[config.mk]
export PLATFORM = sky130hd
export DESIGN_NAME = mem_port_arbiter
export DESIGN_NICKNAME = d
export VERILOG_FILES = /design/src/rtl/mem_port_arbiter.sv
export SDC_FILE = /design/constraint.sdc
export NUM_CORES = 1
export LEC_CHECK = 0
export BUFFER_PORTS_ARGS = -buffer_cell sky130_fd_sc_hd__buf_2
export CAP_MARGIN = 30
export CORE_AREA = 2 2 109 111
export DETAILED_ROUTE_END_ITERATION = 8
export DIE_AREA = 0 0 111 113
export HOLD_SLACK_MARGIN = 0.15
export PLACE_DENSITY = 0.76
export SYNTH_ARGS = -nofsm -noshare
export SYNTH_HDL_FRONTEND = slang
export SYNTH_SLANG_ARGS = --single-unit
[constraint.sdc]
create_clock -name i_clk -period 1.75 [get_ports i_clk]
set_clock_uncertainty 0.15 [all_clocks]
set_input_delay 0 -clock i_clk [delete_from_list [all_inputs] [get_ports i_clk]]
set_output_delay 0 -clock i_clk [all_outputs]
set_load 0.1 [all_outputs]
[src/rtl/mem_port_arbiter.sv]
// Shares one memory port between instruction fetch and load/store. The data side wins by default,
// and a starvation counter forces a fetch through. The optional response watchdog is enabled by MEM_ARB_TIMEOUT_EN.
module mem_port_arbiter #(
  parameter int ADDR_W     = 32,
  parameter int DATA_W     = 32,
  parameter int STARVE_LIM = 4,
  parameter int TIMEOUT    = 64
) (
  input  logic                i_clk,
  input  logic                i_rst_n,
  input  logic                i_if_req,
  input  logic [ADDR_W-1:0]   i_if_addr,
  output logic                o_if_gnt,
  output logic                o_if_rvalid,
  output logic [DATA_W-1:0]   o_if_rdata,
  input  logic                i_d_req,
  input  logic                i_d_wen,
  input  logic [ADDR_W-1:0]   i_d_addr,
  input  logic [DATA_W-1:0]   i_d_wdata,
  input  logic [DATA_W/8-1:0] i_d_mask,
  output logic                o_d_gnt,
  output logic                o_d_rvalid,
  output logic [DATA_W-1:0]   o_d_rdata,
  output logic                o_mem_req,
  output logic                o_mem_wen,
  output logic [ADDR_W-1:0]   o_mem_addr,
  output logic [DATA_W-1:0]   o_mem_wdata,
  output logic [DATA_W/8-1:0] o_mem_mask,
  input  logic                i_mem_ready,
  input  logic                i_mem_rvalid,
  input  logic [DATA_W-1:0]   i_mem_rdata,
  output logic                o_err
);

  localparam int MASK_W = DATA_W / 8;
  localparam int SC_W   = $clog2(STARVE_LIM + 1);
  localparam logic [SC_W-1:0] STARVE_MAX = SC_W'(STARVE_LIM);

  typedef enum logic [1:0] {IDLE, ISSUE, WAIT} state_t;
  typedef enum logic {OWN_IF, OWN_D} owner_t;

  state_t              state_q, state_d;
  owner_t              owner_q;
  logic [SC_W-1:0]     starve_q;
  logic [ADDR_W-1:0]   addr_q;
  logic [DATA_W-1:0]   wdata_q;
  logic [MASK_W-1:0]   mask_q;
  logic                wen_q;
  logic                any_req;
  logic                if_forced;
  logic                d_wins;
  logic                tmo_fire;

  assign any_req   = i_if_req | i_d_req;
  assign if_forced = i_if_req && (starve_q == STARVE_MAX);
  assign d_wins    = i_d_req && !if_forced;

  assign o_mem_wen   = wen_q;
  assign o_mem_addr  = addr_q;
  assign o_mem_wdata = wdata_q;
  assign o_mem_mask  = mask_q;

  // The winner's payload is captured at the decision, so the port stays stable under backpressure.
  always_ff @(posedge i_clk or negedge i_rst_n) begin
    if (!i_rst_n) begin
      state_q  <= IDLE;
      owner_q  <= OWN_IF;
      starve_q <= '0;
      addr_q   <= '0;
      wdata_q  <= '0;
      mask_q   <= '0;
      wen_q    <= 1'b0;
    end else begin
      state_q <= state_d;
      if (state_q == IDLE && any_req) begin
        if (d_wins) begin
          owner_q  <= OWN_D;
          addr_q   <= i_d_addr;
          wdata_q  <= i_d_wdata;
          mask_q   <= i_d_mask;
          wen_q    <= i_d_wen;
          starve_q <= i_if_req ? starve_q + 1'b1 : '0;
        end else begin
          owner_q  <= OWN_IF;
          addr_q   <= i_if_addr;
          wdata_q  <= '0;
          mask_q   <= '1;
          wen_q    <= 1'b0;
          starve_q <= '0;
        end
      end
    end
  end

  always_comb begin
    state_d     = state_q;
    o_mem_req   = 1'b0;
    o_if_gnt    = 1'b0;
    o_d_gnt     = 1'b0;
    o_if_rvalid = 1'b0;
    o_d_rvalid  = 1'b0;
    o_if_rdata  = '0;
    o_d_rdata   = '0;
    o_err       = 1'b0;
    case (state_q)
      IDLE: begin
        if (any_req) state_d = ISSUE;
      end
      ISSUE: begin
        o_mem_req = 1'b1;
        if (i_mem_ready) begin
          state_d = WAIT;
          if (owner_q == OWN_D) o_d_gnt = 1'b1;
          else                  o_if_gnt = 1'b1;
        end
      end
      WAIT: begin
        if (i_mem_rvalid) begin
          state_d = IDLE;
          if (owner_q == OWN_D) begin
            o_d_rvalid = 1'b1;
            o_d_rdata  = i_mem_rdata;
          end else begin
            o_if_rvalid = 1'b1;
            o_if_rdata  = i_mem_rdata;
          end
        end else if (tmo_fire) begin
          // A lost response is reported as a completion with zero data, which keeps the pipeline moving.
          state_d = IDLE;
          o_err   = 1'b1;
          if (owner_q == OWN_D) o_d_rvalid = 1'b1;
          else                  o_if_rvalid = 1'b1;
        end
      end
      default: state_d = IDLE;
    endcase
  end

`ifdef MEM_ARB_TIMEOUT_EN
  localparam int TW = $clog2(TIMEOUT + 1);
  localparam logic [TW-1:0] TMO_MAX = TW'(TIMEOUT);

  logic [TW-1:0] tmo_q;

  always_ff @(posedge i_clk or negedge i_rst_n) begin
    if (!i_rst_n)               tmo_q <= '0;
    else if (state_q != WAIT)   tmo_q <= '0;
    else                        tmo_q <= tmo_q + 1'b1;
  end

  assign tmo_fire = (state_q == WAIT) && (tmo_q == TMO_MAX);
`else
  logic unused_timeout;
  assign unused_timeout = ^TIMEOUT;
  assign tmo_fire       = 1'b0;
`endif

endmodule

# After elaboration in Yosys (flattened, before gate mapping)
# Cells that the tools add are included.
# totals
elab_cells	49
out_inout_bits	139
register_bits	75
# op_classes
n_eq_ne	6
bitwise_logic	1
n_mux	28
n_addsub	1
reduce_logical	6
# ops
op	n
32-bit 2-to-1 mux	8
1-bit 2-to-1 mux	13
2-bit 2-to-1 mux	3
3-bit 2-to-1 mux	2
2-bit inequality test (second input constant)	3
2-bit one-hot mux with 3 select lines	1
4-bit 2-to-1 mux	1
3-bit by 1-bit adder with 3-bit output (second input constant)	1
3-bit equality test (second input constant)	1
1-bit logical AND	3
3-bit AND reduction	1
2-bit by 1-bit equality test with 1-bit output (second input constant)	1
2-bit equality test (second input constant)	1
2-bit zero test	1
1-bit zero test	1
1-bit OR	1

# Depth between registers and ports, before layout
# logic_depth
ltp_word	5
depth_mapped	7
ltp_nobuf	5

# Least setup slack after synthesis
# No wires, ideal clock.
# synth_timing
path_kind	register to output
from	reg state_q[1]
to	out o_if_gnt
required_time_ns	1.600
setup_slack_ns	-1.714
path_stages_with_launch	4
n_path_buf	0
t_arrival_ns	3.314
path_cell_list	dfrtp_1 -> nor2b_1 -> nand2_1 -> nor2_1
# synth_between
elab_chain_len	2
# synth_rtl
element	line	text
from (decl)	42	state_t state_q, state_d;
from (signal assigned)	74	state_q <= state_d;
2-bit by 1-bit equality test with 1-bit output	105	case (state_q)
1-bit 2-to-1 mux	105	
to (decl)	13	output logic o_if_gnt,
# Every way passes these cells.

# Worst setup path in the final report
# layout_timing
from	reg state_q[0]
to	out o_d_rdata[16]
# layout_between
elab_chain_len	2
# layout_rtl
element	line	text
2-bit equality test	105	
32-bit 2-to-1 mux	105	
to (decl)	23	output logic [DATA_W-1:0] o_d_rdata,
# Every way passes these cells.

==> reports/qor.yml <==
route:
  drt-initial-drc-count: 311
  drt_pass1_iterations: 4
  viasPerCell: 5.24
  ant_nets: 0
  drcViolationCount: 0
  via_count: 4755
  wl_per_cell_um: 19.2
  wl_um: 17400
cts:
  htreeDepth: 3
  cts-root-buf: "clkbuf_16"
  cts_tree: "built"
  cts_sinks: 75
  clock_insertion_delay_worst_skew_ns: 0.33
  cts_buffers: 9
  ctsLongestPathBuffers: 2
  clk_pin_slew_ns: 0.06
grt:
  grt_max_degree: 47
  grtUsageTotal: 0.262
  grt.overflow.total: 0
  first_global_vias: 5148
  antenna_found_initial: 1
  grt_first_pass_wirelength_um: 26200
outcome:
  violations: "setup timing"
  status: "complete, but fails checks"
setup_path:
  worstPathCellList: "buf_4 -> and4b_2 -> clkbuf_16 -> and2_2 -> buf_12"
  cp.arrival_ns: 1.75
  crit_required_ns: 1.60
  critPathMaxStageDelay_ns: 0.38
  critical_path_class: "register to output pin"
  worst-path-buf-inv: 3
  cp-end-kind: "output pin"
  critPathMaxFanout: 16
  critPathLaunchType: "register"
  slowest_stage: "dfrtp_1"
  crit_family: "simple AND/OR/NAND/NOR gates"
pwr:
  total_power_mw: 16.4
  p_sw_frac: 0.601
  p_seq_frac: 0.187
  cellInternalPower_mw: 6.56
  ir_drop_mv: 1.74
  combinationalPowerShare: 0.701
  power_frac_clock: 0.112
  leakagePower_nw: 3.97
  cellPowerDensity_nw_per_um2: 1970
  p_sw_mw: 9.87
place:
  routabilityCongestion: 0.824
  dp.final_hpwl_um: 10300
  dp_worst_setup_slack_ns: 0.0495
  port_buffers: 276
  placed_cell_area_um2: 6710
  dp_cells: 770
run:
  cap_violations: 0
die:
  num_rows: 39
  die_x_um: 111
  start_util: 0.352
  die_y_um: 113
  dieArea_um2: 12500
  core-area_um2: 11300
  io_pins: 278
sta:
  max_freq_mhz: 527
  hold_viol_final: 0
  setup_viol: 66
  relSlewSlack: 0.660
  rsz0062_at_grt: "true"
  fin_crit_sh: 1.08
  maxSlewViolCount: 0
  setup_slack_ns: -0.148
  worst_pin_slew_ns: 0.514
  min_period_ns: 1.90
cells_and_area:
  drive_above_1_share: 0.562
  area_delta_synth_final_pct: 110
  finish.instance_area_um2: 8350
  stdcell_count: 907
  final_common_cell: "buf_2"
  final_nets: 899
  final_cell_mix: "buf_2 (207), dlygate4sd3_1 (107), buf_12 (79)"
logic_synthesis:
  synth_cell_types: 32
  synth_seq_cells: 75
  yosysTopAreaCellShare: 0.473
  synthTopCellsByArea: "dfrtp_1 (47%), o221ai_2 (11%), and2_1 (10%)"
  seq_area_frac_synth: 0.473
  syn_area_per_cell_um2: 10.6
  synth_nets: 516
  syn_area_um2: 3970
  postSynthCellCount: 375
  synth_top_cell_by_area: "dfrtp_1"
  synth_warnings: 0
hold_path:
  hp-class: "input port to output pin"
## synthesized netlist by cell type (all sizes together)
| master | instances |
|---|---|
| and4b | 1 |
| nor2b | 2 |
| dfrtp | 75 |
| clkbuf | 21 |
| a32o | 2 |
| a21oi | 1 |
| nand4 | 32 |
| and2 | 66 |
| ha | 2 |
| nand2b | 1 |
| buf | 19 |
| nand3 | 34 |
| inv | 35 |
| nand2 | 2 |
| a21o | 1 |
| nor2 | 3 |
| o21ai | 2 |
| a31o | 1 |
| o22a | 4 |
| o221ai | 32 |
| a22o | 34 |
| or2 | 1 |
| and3 | 2 |
| nor3b | 1 |
| conb | 1 |
## sequential cells by signal, indices dropped and copies added (netlist names)
signal / count
state_q: 2
o_mem_mask: 4
o_mem_addr: 32
starve_q: 3
owner_q: 1
o_mem_wdata: 32
o_mem_wen: 1
## what timing repair did
item / CTS / global route
hold buffers: 107 / 0
pin swaps: 8 / 10
hold endpoints to repair: 149 / 0
setup endpoints to repair: 65 / 117
buffers inserted: 5 / 5
cloned: 2 / 3
resized for setup: 23 / 34
## worst min-delay path, delay by kind of cell
family	cells	cell delay, ns
buffers and inverters	2	0.25
AND/OR/NAND/NOR	1	0.14
## cell type report
| type | count | area [um2] |
|---|---|---|
| inverter | 35 | 131 |
| timing repair buffer | 412 | 3910 |
| clock inverter | 6 | 62.6 |
| multi-input combinational | 225 | 1960 |
| tap | 143 | 179 |
| sequential | 75 | 1880 |
| clock buffer | 10 | 229 |
| fill | 698 | 2930 |
| antenna | 1 | 2.50 |
## final timing paths
path	startpoint	endpoint	slack (ns)	depth (start not counted)
setup / recovery	state_q[0]	o_d_rdata[16]	-0.15	5
hold / removal	i_mem_rdata[11]	o_d_rdata[11]	0.24	3
setup reg to reg	starve_q[0]	o_mem_wdata[9]	0.06	6
hold reg to reg	o_mem_wdata[6]	o_mem_wdata[6]	0.35	1
max in group asynchronous	i_rst_n	o_mem_addr[5]	0.32	4
min in group asynchronous	i_rst_n	o_mem_wdata[23]	0.54	3
## power by group through the flow
stage | registers, mW | clock network [mW] | logic, mW
2_1_floorplan | 8.21 | 0 | 3.40
3_3_place_gp | 3.01 | 0 | 10.7
3_5_place_dp | 3.05 | 0 | 10.8
4_1_cts | 3.04 | 1.86 | 11.1
5_1_grt | 3.14 | 1.92 | 11.9
6_report | 3.07 | 1.83 | 11.5
## layer usage
metal | GRT usage | share of wire | up-vias | routed length [um]
met1 | 0.272 | 0.34 | 2291 | 6010
met4 | 0.159 | 0.052 | 0 | 909
met3 | 0.0482 | 0.061 | 73 | 1070
met5 | 0 | 0 | - | 0
met2 | 0.492 | 0.54 | 277 | 9450
li1 | - | - | 2114 | -
## kinds of logic after synthesis
logic type,count (synthesis),share of synthesized area
buffers and inverters,75,0.0866
DFF,75,0.473
adders and majority gates,2,0.00630
other,1,0.000944
and+or+nand+nor,145,0.219
AOI/OAI and AO/OA,77,0.215
## metrics by stage
stage	TNS (ns)	util	hold WS, ns
2_1_floorplan	-0.245	-	-0.446
3_3_place_gp	0	0.595	-0.203
3_5_place_dp	0	0.595	-0.192
4_1_cts	-7.11	0.727	0.241
5_1_grt	-10.60	0.740	0.258
6_report	-7.71	0.740	0.243
Note: power is estimated with default switching activity, not from simulation.
